$ cat config.mk
export PLATFORM = sky130hd
export DESIGN_NAME = mini_fifo_reader_flat
export DESIGN_NICKNAME = d
export VERILOG_FILES = /design/src/rtl/mini_fifo_reader_if.sv /design/src/rtl/mini_fifo_reader.sv /design/src/flat_wrapper.sv
export SDC_FILE = /design/constraint.sdc
export NUM_CORES = 1
export LEC_CHECK = 0
export ABC_AREA = 1
export BUFFER_PORTS_ARGS = -buffer_cell sky130_fd_sc_hd__buf_4
export CORE_UTILIZATION = 40
export CTS_BUF_LIST = sky130_fd_sc_hd__clkbuf_4
export DETAILED_ROUTE_END_ITERATION = 7
export PLACE_DENSITY = 0.62
export SLEW_MARGIN = 20
export SYNTH_ARGS = -nofsm -noshare
export SYNTH_HDL_FRONTEND = slang
export SYNTH_SLANG_ARGS = --single-unit
$ cat constraint.sdc
create_clock -name clk -period 2.7 [get_ports clk]
set_input_delay 0.135 -clock clk [delete_from_list [all_inputs] [get_ports clk]]
set_output_delay 0.135 -clock clk [all_outputs]
set_load 0.02 [all_outputs]
$ cat src/rtl/mini_fifo_reader_if.sv
// Bundles the FIFO read port and the output stream of the drain engine.
// The master side is the reader; the slave side is the FIFO plus downstream sink.
interface mini_fifo_reader_if #(
    parameter int N       = 8,
    parameter int PKT_LEN = 4
);
    // FIFO read side
    logic                          fifo_empty;
    logic [N-1:0]                  fifo_out;
    logic                          fifo_rd;
    // Output stream
    logic                          out_valid;
    logic                          out_ready;
    logic [N-1:0]                  out_data;
    logic                          out_last;
    // Packet statistics
    logic [N+$clog2(PKT_LEN)-1:0]  pkt_sum;
    logic                          sum_valid;
    logic [7:0]                    pkt_count;

    modport master (
        input  fifo_empty, fifo_out, out_ready,
        output fifo_rd, out_valid, out_data, out_last, pkt_sum, sum_valid, pkt_count
    );

    modport slave (
        output fifo_empty, fifo_out, out_ready,
        input  fifo_rd, out_valid, out_data, out_last, pkt_sum, sum_valid, pkt_count
    );
endinterface

$ cat src/rtl/mini_fifo_reader.sv
// Drains the result FIFO one word at a time, re-presents each word on a
// valid/ready stream, marks the last beat of each PKT_LEN-word packet and
// publishes a per-packet checksum plus a completed-packet counter.
module mini_fifo_reader #(
    parameter int N       = 8,
    parameter int PKT_LEN = 4
) (
    input  logic                   clk,
    input  logic                   rst,
    input  logic                   enable,
    mini_fifo_reader_if.master     bus
);
    localparam int BW = $clog2(PKT_LEN);
    localparam int SW = N + BW;
    localparam logic [BW-1:0] LAST_BEAT = BW'(PKT_LEN - 1);

    typedef enum logic [1:0] {IDLE, RD, CAP, SEND} state_t;

    state_t          state_q, state_d;
    logic            fifo_rd_q, fifo_rd_d;
    logic            out_valid_q, out_valid_d;
    logic            out_last_q, out_last_d;
    logic [N-1:0]    out_data_q, out_data_d;
    logic [BW-1:0]   beat_q, beat_d;
    logic [SW-1:0]   acc_q, acc_d;
    logic [SW-1:0]   pkt_sum_q, pkt_sum_d;
    logic            sum_valid_q, sum_valid_d;
    logic [7:0]      pkt_count_q, pkt_count_d;
    logic            start_rd;

    // A new pop is only started when the FIFO reports data in this very cycle,
    // which is what keeps the FIFO from underflowing.
    assign start_rd = enable && !bus.fifo_empty;

    // Next-state, datapath and checksum; outputs are decoded from the next
    // state so they come straight out of flops.
    always_comb begin
        state_d     = state_q;
        out_data_d  = out_data_q;
        out_last_d  = out_last_q;
        beat_d      = beat_q;
        acc_d       = acc_q;
        pkt_sum_d   = pkt_sum_q;
        pkt_count_d = pkt_count_q;
        sum_valid_d = 1'b0;
        case (state_q)
            IDLE: if (start_rd) state_d = RD;
            RD:   state_d = CAP;
            CAP: begin
                out_data_d = bus.fifo_out;
                out_last_d = (beat_q == LAST_BEAT);
                state_d    = SEND;
            end
            SEND: begin
                if (bus.out_ready) begin
                    if (beat_q == LAST_BEAT) begin
                        pkt_sum_d   = acc_q + SW'(out_data_q);
                        sum_valid_d = 1'b1;
                        acc_d       = '0;
                        beat_d      = '0;
                        pkt_count_d = pkt_count_q + 8'd1;
                    end else begin
                        acc_d  = acc_q + SW'(out_data_q);
                        beat_d = beat_q + 1'b1;
                    end
                    out_last_d = 1'b0;
                    state_d    = start_rd ? RD : IDLE;
                end
            end
            default: state_d = IDLE;
        endcase
        fifo_rd_d   = (state_d == RD);
        out_valid_d = (state_d == SEND);
    end

    // All state and registered outputs; reset clears everything immediately,
    // discarding any partial packet.
    always_ff @(posedge clk or negedge rst) begin
        if (!rst) begin
            state_q     <= IDLE;
            fifo_rd_q   <= 1'b0;
            out_valid_q <= 1'b0;
            out_last_q  <= 1'b0;
            out_data_q  <= '0;
            beat_q      <= '0;
            acc_q       <= '0;
            pkt_sum_q   <= '0;
            sum_valid_q <= 1'b0;
            pkt_count_q <= '0;
        end else begin
            state_q     <= state_d;
            fifo_rd_q   <= fifo_rd_d;
            out_valid_q <= out_valid_d;
            out_last_q  <= out_last_d;
            out_data_q  <= out_data_d;
            beat_q      <= beat_d;
            acc_q       <= acc_d;
            pkt_sum_q   <= pkt_sum_d;
            sum_valid_q <= sum_valid_d;
            pkt_count_q <= pkt_count_d;
        end
    end

    assign bus.fifo_rd   = fifo_rd_q;
    assign bus.out_valid = out_valid_q;
    assign bus.out_data  = out_data_q;
    assign bus.out_last  = out_last_q;
    assign bus.pkt_sum   = pkt_sum_q;
    assign bus.sum_valid = sum_valid_q;
    assign bus.pkt_count = pkt_count_q;
endmodule

$ cat src/flat_wrapper.sv
// flat-port wrapper written by rule: the top's interface ports become plain ports
module mini_fifo_reader_flat 
#(
    parameter int N       = 8,
    parameter int PKT_LEN = 4
)
  (clk, rst, enable, bus_fifo_empty, bus_fifo_out, bus_out_ready, bus_fifo_rd, bus_out_valid, bus_out_data, bus_out_last, bus_pkt_sum, bus_sum_valid, bus_pkt_count);
  mini_fifo_reader_if #(.N(N), .PKT_LEN(PKT_LEN)) bus_i ();
  input  logic clk;
  input  logic rst;
  input  logic enable;
  input wire logic [$bits(bus_i.fifo_empty)-1:0] bus_fifo_empty;
  input wire logic [$bits(bus_i.fifo_out)-1:0] bus_fifo_out;
  input wire logic [$bits(bus_i.out_ready)-1:0] bus_out_ready;
  output wire logic [$bits(bus_i.fifo_rd)-1:0] bus_fifo_rd;
  output wire logic [$bits(bus_i.out_valid)-1:0] bus_out_valid;
  output wire logic [$bits(bus_i.out_data)-1:0] bus_out_data;
  output wire logic [$bits(bus_i.out_last)-1:0] bus_out_last;
  output wire logic [$bits(bus_i.pkt_sum)-1:0] bus_pkt_sum;
  output wire logic [$bits(bus_i.sum_valid)-1:0] bus_sum_valid;
  output wire logic [$bits(bus_i.pkt_count)-1:0] bus_pkt_count;
  assign bus_i.fifo_empty = bus_fifo_empty;
  assign bus_i.fifo_out = bus_fifo_out;
  assign bus_i.out_ready = bus_out_ready;
  assign bus_fifo_rd = bus_i.fifo_rd;
  assign bus_out_valid = bus_i.out_valid;
  assign bus_out_data = bus_i.out_data;
  assign bus_out_last = bus_i.out_last;
  assign bus_pkt_sum = bus_i.pkt_sum;
  assign bus_sum_valid = bus_i.sum_valid;
  assign bus_pkt_count = bus_i.pkt_count;
  mini_fifo_reader #(.N(N), .PKT_LEN(PKT_LEN)) u_core (.clk(clk), .rst(rst), .enable(enable), .bus(bus_i));
endmodule
# After elaboration in Yosys (flattened, before gate mapping)
# Index checks and enable logic that the tools add are counted.
[totals]
regBits = 44
in_bits = 13
out_inout_bits = 30
word_cells = 38
[op_classes]
n_addsub = 3
eq_ne = 7
mux = 11
reduce_logical = 7
[op_table]
columns = ["cell", "n"]
rows = [
  ["adder 10 x 8 -> 10 bit", 1],
  ["two-way mux 10 bit", 1],
  ["adder 8 x 1 -> 8 bit, second input constant", 1],
  ["equality test 2 bit, second input constant", 4],
  ["one-hot mux 2 bit (4 select lines)", 1],
  ["two-way mux 2 bit", 3],
  ["two-way mux 1 bit", 5],
  ["equality test 2 x 1 -> 1 bit, second input constant", 2],
  ["AND reduction 2 bit", 2],
  ["AND reduction 3 bit", 1],
  ["adder 2 x 1 -> 2 bit, second input constant", 1],
  ["zero test 2 bit", 1],
  ["inequality test 2 bit, second input constant", 1],
  ["one-hot mux 1 bit (2 select lines)", 1],
  ["nonzero test 2 bit", 1],
  ["logical AND 1 bit", 1],
  ["zero test 1 bit", 1],
]

# Logic depth before layout (Yosys ltp)
# Gate-level depths: netlist (run 1).
[logic_depth]
ltp_word = 6
depth_mapped = 10
depth_no_buf = 10

# Worst setup path before layout (run 1)
# Ideal clock, no wire load.
[synth_timing]
path_type = "flip-flop to flip-flop"
startpoint = "register u_core.out_data_q[0] (netlist: u_core.bus.out_data[0])"
endpoint = "register u_core.pkt_sum_q[8] (netlist: u_core.bus.pkt_sum[8])"
setup_time_ns = 0.118
arrival_time_ns = 1.716
slack_ns = 0.865
path_stages_with_launch = 10
path_cell_list = "dfrtp_1 ha_1 inv_1 fa_1 o21ai_0 nand2_1 nand2_1 nand2_1 nand3_1 nand2_1"
[synth_via]
elab_chain_cells = 1
[synth_rtl]
columns = ["element", "line", "text"]
rows = [
  ["start, declared", "mini_fifo_reader.sv:23", "logic [N-1:0] out_data_q, out_data_d;"],
  ["start signal, assigned", "mini_fifo_reader.sv:95", "out_data_q <= out_data_d;"],
  ["adder 10 x 8 -> 10 bit", "mini_fifo_reader.sv:57", "pkt_sum_d = acc_q + SW'(out_data_q);"],
  ["end signal, assigned", "mini_fifo_reader.sv:98", "pkt_sum_q <= pkt_sum_d;"],
  ["end, declared", "mini_fifo_reader.sv:26", "logic [SW-1:0] pkt_sum_q, pkt_sum_d;"],
]
# Every way passes these cells.
# A chain may end at the register's enable or synchronous reset.

# Final worst setup path (run 1)
# Same ends and word-level chain as after synthesis.

==> results of run 1 <==
[final cells by class]
| cell class | count | share of cell area |
|---|---|---|
| Sequential cell | 44 | 0.412 |
| Multi-Input combinational cell | 164 | 0.347 |
| Timing Repair Buffer | 50 | 0.148 |
| Tap cell | 70 | 0.0327 |
| Inverter | 22 | 0.0309 |
| Clock inverter | 3 | 0.0159 |
| Clock buffer | 5 | 0.0140 |
[cells by family (layout without fill, tap and decap cells)]
logic type | after synthesis | count (layout)
and+or+nand+nor | 117 | 117
buffers and inverters | 24 | 80
AOI/OAI and AO/OA | 21 | 21
adders and majority gates | 11 | 11
xor gates and xnor gates | 8 | 8
DFF | 44 | 44
muxes | 7 | 7
[synthesized netlist by cell type]
cell type / number
a21boi_0: 1
a21oi_1: 5
clkbuf_1: 2
clkinv_1: 1
dfrtp_1: 44
fa_1: 1
ha_1: 10
inv_1: 21
mux2_2: 7
nand2_1: 76
nand2_4: 1
nand3_1: 20
nand3b_1: 3
nand4_1: 3
nor2_1: 9
nor2_4: 3
o211ai_1: 1
o21a_1: 1
o21ai_0: 12
o22ai_1: 1
or2_2: 1
or2_4: 1
xnor2_1: 6
xor2_1: 2
[layer usage]
metal / track usage / vias to the layer above
li1: - / 867
met1: 0.235 / 791
met3: 0.0402 / 6
met2: 0.266 / 31
met5: 0 / -
met4: 0.0671 / 0
[state kept, by name, indices dropped and copies added (netlist names)]
register              count
u_core.bus.out_data       8
u_core.bus.pkt_sum       10
u_core.state_q            2
u_core.bus.pkt_count      8
u_core.acc_q             10
u_core.beat_q             2
u_core.bus.out_valid      1
u_core.bus.fifo_rd        1
u_core.bus.sum_valid      1
u_core.bus.out_last       1
[worst max-delay path, stage by stage (launching register included)]
cell and delay (ns):
dfrtp_1 0.40, ha_1 0.20, inv_1 0.06, fa_1 0.39, o21ai_0 0.36, nand2_1 0.12, nand2_1 0.10, nand2_1 0.09
nand3_1 0.08, nand2_1 0.06
[how the worst max path moves through the flow]
stage | depth (start not counted) | to | from
after global placement | 9 | u_core.bus.pkt_sum[8]$_DFFE_PN0P_ | u_core.bus.out_data[0]$_DFFE_PN0P_
after floorplan | 9 | u_core.bus.pkt_sum[8]$_DFFE_PN0P_ | u_core.bus.out_data[0]$_DFFE_PN0P_
after detailed placement | 9 | u_core.bus.pkt_sum[6]$_DFFE_PN0P_ | u_core.bus.out_data[0]$_DFFE_PN0P_
after CTS | 9 | u_core.bus.pkt_sum[8]$_DFFE_PN0P_ | u_core.bus.out_data[0]$_DFFE_PN0P_
after global routing | 9 | u_core.bus.pkt_sum[8]$_DFFE_PN0P_ | u_core.bus.out_data[0]$_DFFE_PN0P_
final | 9 | u_core.bus.pkt_sum[8]$_DFFE_PN0P_ | u_core.bus.out_data[0]$_DFFE_PN0P_
[per-stage QoR]
stage	util	cells
floorplan	-	232
global placement	0.492	342
detailed placement	0.492	342
CTS	0.524	358
global route	0.524	358
finish	0.524	358
[power groups by stage]
stage,Combinational (mW),Clock (mW),Sequential (mW)
after floorplan,0.997,0,1.27
after global placement,1.67,0,1.10
after detailed placement,1.68,0,1.11
after CTS,1.71,0.430,1.10
after global routing,1.93,0.451,1.13
final,1.70,0.414,1.10
==> qor.csv, run 1 <==
stage,metric,value,unit
setup_path,RR Startpoint,u_core.bus.out_data[0]$_DFFE_PN0P_,
global_route,largest net degree at the start of global routing,45,
synthesis,Mapped Cells,232,
global_route,initial antenna violation count,0,
floorplan,Die W,74.8,um
global_route,global-route wire length before repair,7230,um
clocking,Hold Buf Count CTS,8,
place,Post-Place Worst Slack,0.809,ns
sta,clk_skew,0.0141,ns
finish,number of diodes,0,
worst_hold_path,Min-Delay Path Depth,3,
power_and_ir_drop,Net Sw Power,1.40,mW
synthesis,mux contribution to synthesized area,0.0372,
routing,post-route ant nets,0,
power_and_ir_drop,Switching Fraction,0.437,
power_and_ir_drop,Cell Int Power,1.81,mW
finish,fillers,502,
setup_path,Crit. End Element,flop,
finish,final design area excluding fillers,2680,um2
power_and_ir_drop,logic gate share of total power,0.528,
routing,Top Metal Used,met4,
flow_run,Max-Cap Viols,0,
power_and_ir_drop,Peak VDD IR,0.513,mV
setup_path,Reg2Reg Depth,9,
power_and_ir_drop,Seq pwr share,0.343,
clocking,Post-CTS Setup Repair Bufs,0,
setup_path,crit path kind,reg2reg,
routing,vias after detailed routing,1695,
routing,metal1 wirelength,2170,um
floorplan,DIE HEIGHT,74.8,um
clocking,CTS resizes,0,
synthesis,"Distinct cells, synth",24,
finish,Area Overhead vs Synth,26.2,%
finish,share of layout cells above drive strength 1,0.219,
sta,TNS Setup,0,ns
finish,area of the multi-input gates,928,um2
synthesis,leading area contributor after synthesis,dfrtp_1,
setup_path,Reg2Reg Setup Slack,0.76,ns
power_and_ir_drop,power per cell area,1200,nW/um2
synthesis,Synth Area in Simple Gates,0.246,
synthesis,main combinational cell family by area after synthesis,simple AND/OR/NAND/NOR gates,
synthesis,Syn Area/Cell,9.14,um2
synthesis,Syn Std Cell Area,2120,um2
synthesis,main area contributors after synthesis,"dfrtp_1 (52%), nand2_1 (13%), ha_1 (5.9%)",
worst_hold_path,hold endpoint,u_core.bus.out_data[1]$_DFFE_PN0P_,
synthesis,Compound-Gate Fraction of Synth Area,0.0537,
routing,routed len/inst,11.9,um
synthesis,adder-cell share of the synthesized area,0.0685,
synthesis,Yosys reg bits,44,
setup_path,"Req. time, crit path",2.97,ns
sta,Slew headroom,0.631,
clocking,CTS max path bufs,2,
setup_path,CP max FO,4,
finish,"most common cell after layout, fill and taps aside",nand2_1,
synthesis,register area share after synthesis,0.519,
clocking,Sink Count,44,
setup_path,type of element launching the critical path,flop,
floorplan,row count,26,
place,DPL Wire Length,3010,um
floorplan,CORE AREA,5110,um2
floorplan,top-level I/O count,43,
clocking,CTS buffer count,5,
power_and_ir_drop,clock group share of total power,0.129,
outcome,status,finished clean,
floorplan,Starting Density,0.415,
finish,"commonest cells after routing, fill and taps aside","nand2_1 (76), dfrtp_1 (44), buf_4 (42)",
synthesis,syn_nets,256,
place,port buffer count,42,
clocking,CTS tree,built,
sta,max frequency,0.515,GHz
routing,routed wire length,4260,um
sta,Hold WS,0.0370,ns
sta,Slew @ Worst Pin,0.554,ns
finish,Storage cell area,1100,um2
routing,via/cell ratio,4.73,
setup_path,"Arr. time, crit path",2.22,ns
routing,WL met2,1880,um
sta,Finish-stage setup viols,0,
setup_path,RR Endpoint,u_core.bus.pkt_sum[8]$_DFFE_PN0P_,
synthesis,post-synth top area share,0.519,
clocking,H-tree depth,2,
routing,number of DRC markers after the initial detailed-route iteration,55,
sta,fin crit share,0.720,
global_route,number of global-route vias before repair,1626,
routing,met3 wire len,133,um
synthesis,Post-Synth XOR/XNOR Area,0.0331,
worst_hold_path,Worst Hold Launch,bus_fifo_out[1],
routing,DRT Pass-1 Iters,4,
clocking,Clock Latency Late Sink,0.37,ns
sta,Final WS setup,0.757,ns
clocking,root buffer cell,clkbuf_4,
floorplan,die area,5590,um2
worst_hold_path,worst min path class,in2reg,
power_and_ir_drop,Total Power,3.21,mW
global_route,GR Overflow Total,0,
sta,final slew viol count,0,
routing,DRC violations left,0,
clocking,clk slew on worst S/H paths,0.13,ns
global_route,GRT Util Overall,0.172,
sta,fin crit period,1.94,ns
place,placed standard-cell area,2510,um2
sta,Fin. Hold Viols,0,
place,GPL Wtd Cong,0.867,
synthesis,Syn. warnings,0,
power_and_ir_drop,leakage power figure,1.41,nW
sta,RSZ-0062 raised after global routing,false,
finish,Nets,311,
(Power assumes the default switching activity.)
==> run 2: changes to the inputs <==
==> constraint.sdc (replaced) <==
create_clock -name clk -period 2 [get_ports clk]
set_input_delay 0.1 -clock clk [delete_from_list [all_inputs] [get_ports clk]]
set_output_delay 0.1 -clock clk [all_outputs]
set_load 0.02 [all_outputs]
==> run 2 against run 1 <==
Highest routed layer unchanged. Utilization increased by 0.44 points. Wire length down 4.7%. Sequential power increased by 35%. Clock power rose by 32%. Sequential share of layout area decreased by 0.34 points. Largest power group unchanged. Power up 35%. Critical path type unchanged. Global-route usage grew 0.063 points.
==> qor.csv, run 2 (synthesis results as in run 1) <==
stage,metric,value,unit
finish,final design utilization,0.528,
routing,number of DRC markers after the initial detailed-route iteration,62,
sta,TNS Setup,0,ns
floorplan,CORE AREA,5110,um2
outcome,status,finished clean,
sta,fin crit share,0.868,
clocking,H-tree depth,2,
sta,Finish-stage setup viols,0,
global_route,largest net degree at the start of global routing,45,
global_route,GRT met1 Usage,0.242,
power_and_ir_drop,Peak VDD IR,0.796,mV
worst_hold_path,worst min path class,in2reg,
setup_path,"Arr. time, crit path",1.99,ns
routing,DRT Pass-1 Iters,4,
place,DPL Wire Length,3040,um
clocking,Post-CTS Setup Repair Bufs,0,
finish,fin cells,361,
sta,fin crit period,1.74,ns
finish,"most common cell after layout, fill and taps aside",nand2_1,
global_route,GR met2 Demand/Resource,0.260,
place,placed standard-cell area,2540,um2
setup_path,type of element launching the critical path,flop,
setup_path,Reg2Reg Setup Slack,0.26,ns
routing,via/cell ratio,4.66,
clocking,Sink Count,44,
worst_hold_path,Min-Delay Path Depth,3,
floorplan,Starting Density,0.415,
setup_path,RR Startpoint,u_core.bus.out_data[0]$_DFFE_PN0P_,
power_and_ir_drop,leakage power figure,1.43,nW
routing,routed len/inst,11.2,um
place,Post-Place Worst Slack,0.220,ns
worst_hold_path,Worst Hold Launch,enable,
sta,Fin. Hold Viols,0,
floorplan,top-level I/O count,43,
clocking,clk slew on worst S/H paths,0.12,ns
floorplan,DIE HEIGHT,74.8,um
global_route,number of global-route vias before repair,1614,
sta,RSZ-0062 raised after global routing,false,
routing,post-route ant nets,0,
setup_path,"Req. time, crit path",2.25,ns
sta,clk_skew,0.00890,ns
setup_path,Reg2Reg Depth,10,
power_and_ir_drop,Total Power,4.35,mW
sta,Slew headroom,0.638,
setup_path,most repeated library cell on the critical path,nand2_1,
global_route,global-route wire length before repair,7200,um
sta,Hold WS,0.0148,ns
setup_path,crit path kind,reg2reg,
power_and_ir_drop,power per cell area,1610,nW/um2
setup_path,RR Endpoint,u_core.bus.pkt_sum[6]$_DFFE_PN0P_,
finish,number of diodes,0,
finish,final design area excluding fillers,2700,um2
place,port buffer count,42,
clocking,CTS buffer count,5,
clocking,CTS tree,built,
sta,Slew @ Worst Pin,0.544,ns
setup_path,worst path cell trace,"ha_1, inv_1, fa_1, o21ai_1, buf_4, nand2_1, nand2_1, nand2_1, nand3_1, nand2_1",
clocking,root buffer cell,clkbuf_4,
floorplan,die area,5590,um2
global_route,met3 Use GR,0.0442,
setup_path,CP max FO,4,
place,GPL Wtd Cong,0.865,
global_route,initial antenna violation count,0,
global_route,GR Overflow Total,0,
finish,"commonest cells after routing, fill and taps aside","nand2_1 (76), buf_4 (45), dfrtp_1 (44)",
finish,Nets,314,
sta,final slew viol count,0,
sta,max frequency,0.576,GHz
routing,vias after detailed routing,1684,
global_route,GRT Util Overall,0.173,
setup_path,crit-path leading delay family,adder cells,
worst_hold_path,hold endpoint,u_core.state_q[0]$_DFF_PN0_,
flow_run,Max-Cap Viols,0,
clocking,Clock Latency Late Sink,0.35,ns
setup_path,Crit. End Element,flop,
finish,share of layout cells above drive strength 1,0.227,
clocking,CTS max path bufs,2,
setup_path,CP max stage cell,fa_1,
routing,routed wire length,4060,um
sta,Final WS setup,0.264,ns
routing,DRC violations left,0,
finish,Area Overhead vs Synth,27.3,%
place,Placed Cells,345,
setup_path,CP peak stage delay,0.40,ns
floorplan,Die W,74.8,um
setup_path,Bufs and invs on worst path,2,
global_route,global route hottest layer,met2,
floorplan,row count,26,
run 2: changes by cell type in the layout (fill, tap and decap cells not counted):
cell,change
buf_4,+3
clkinvlp_4,-1
clkbuf_4,+1
o21ai_0,-1
o21ai_1,+1
run 2: repair_timing:
item,in CTS,in global routing
setup endpoints to repair,0,1
endpoints found under the hold margin,51,0
gates resized for setup,0,1
hold buffers,8,0
run 2: area by class of cell:
cell class                      count  area (um2)
Sequential cell                    44        1100
Fill cell                         476        2410
Clock inverter                      2        35.0
Multi-Input combinational cell    164         928
Clock buffer                        6        45.0
Inverter                           22        82.6
Tap cell                           70        87.6
Timing Repair Buffer               53         418
run 2: how the worst max path moves through the flow:
stage | endpoint | startpoint | cells after the start
floorplan | u_core.bus.pkt_sum[8]$_DFFE_PN0P_ | u_core.bus.out_data[0]$_DFFE_PN0P_ | 9
global placement | u_core.bus.pkt_sum[8]$_DFFE_PN0P_ | u_core.bus.out_data[0]$_DFFE_PN0P_ | 10
detailed placement | u_core.acc_q[8]$_DFFE_PN0P_ | u_core.bus.out_data[0]$_DFFE_PN0P_ | 10
CTS | u_core.bus.pkt_sum[6]$_DFFE_PN0P_ | u_core.bus.out_data[0]$_DFFE_PN0P_ | 10
global route | u_core.bus.pkt_sum[8]$_DFFE_PN0P_ | u_core.bus.out_data[0]$_DFFE_PN0P_ | 10
finish | u_core.bus.pkt_sum[6]$_DFFE_PN0P_ | u_core.bus.out_data[0]$_DFFE_PN0P_ | 10
run 2: worst min-delay path, stage by stage:
cell and delay (ns):
buf_4 0.08, o211ai_1 0.09, nand2_1 0.07
run 2: layer usage:
metal / up-vias / share of wire
met5: - / 0
met4: 0 / 0.016
met1: 779 / 0.51
met2: 33 / 0.43
li1: 867 / -
met3: 5 / 0.036
run 2: power breakdown:
part,switching [mW],leakage [nW],internal [mW]
combinational,1.34,0.824,0.979
clock,0.271,0.0456,0.276
sequential,0.245,0.559,1.23
total,1.86,1.43,2.49
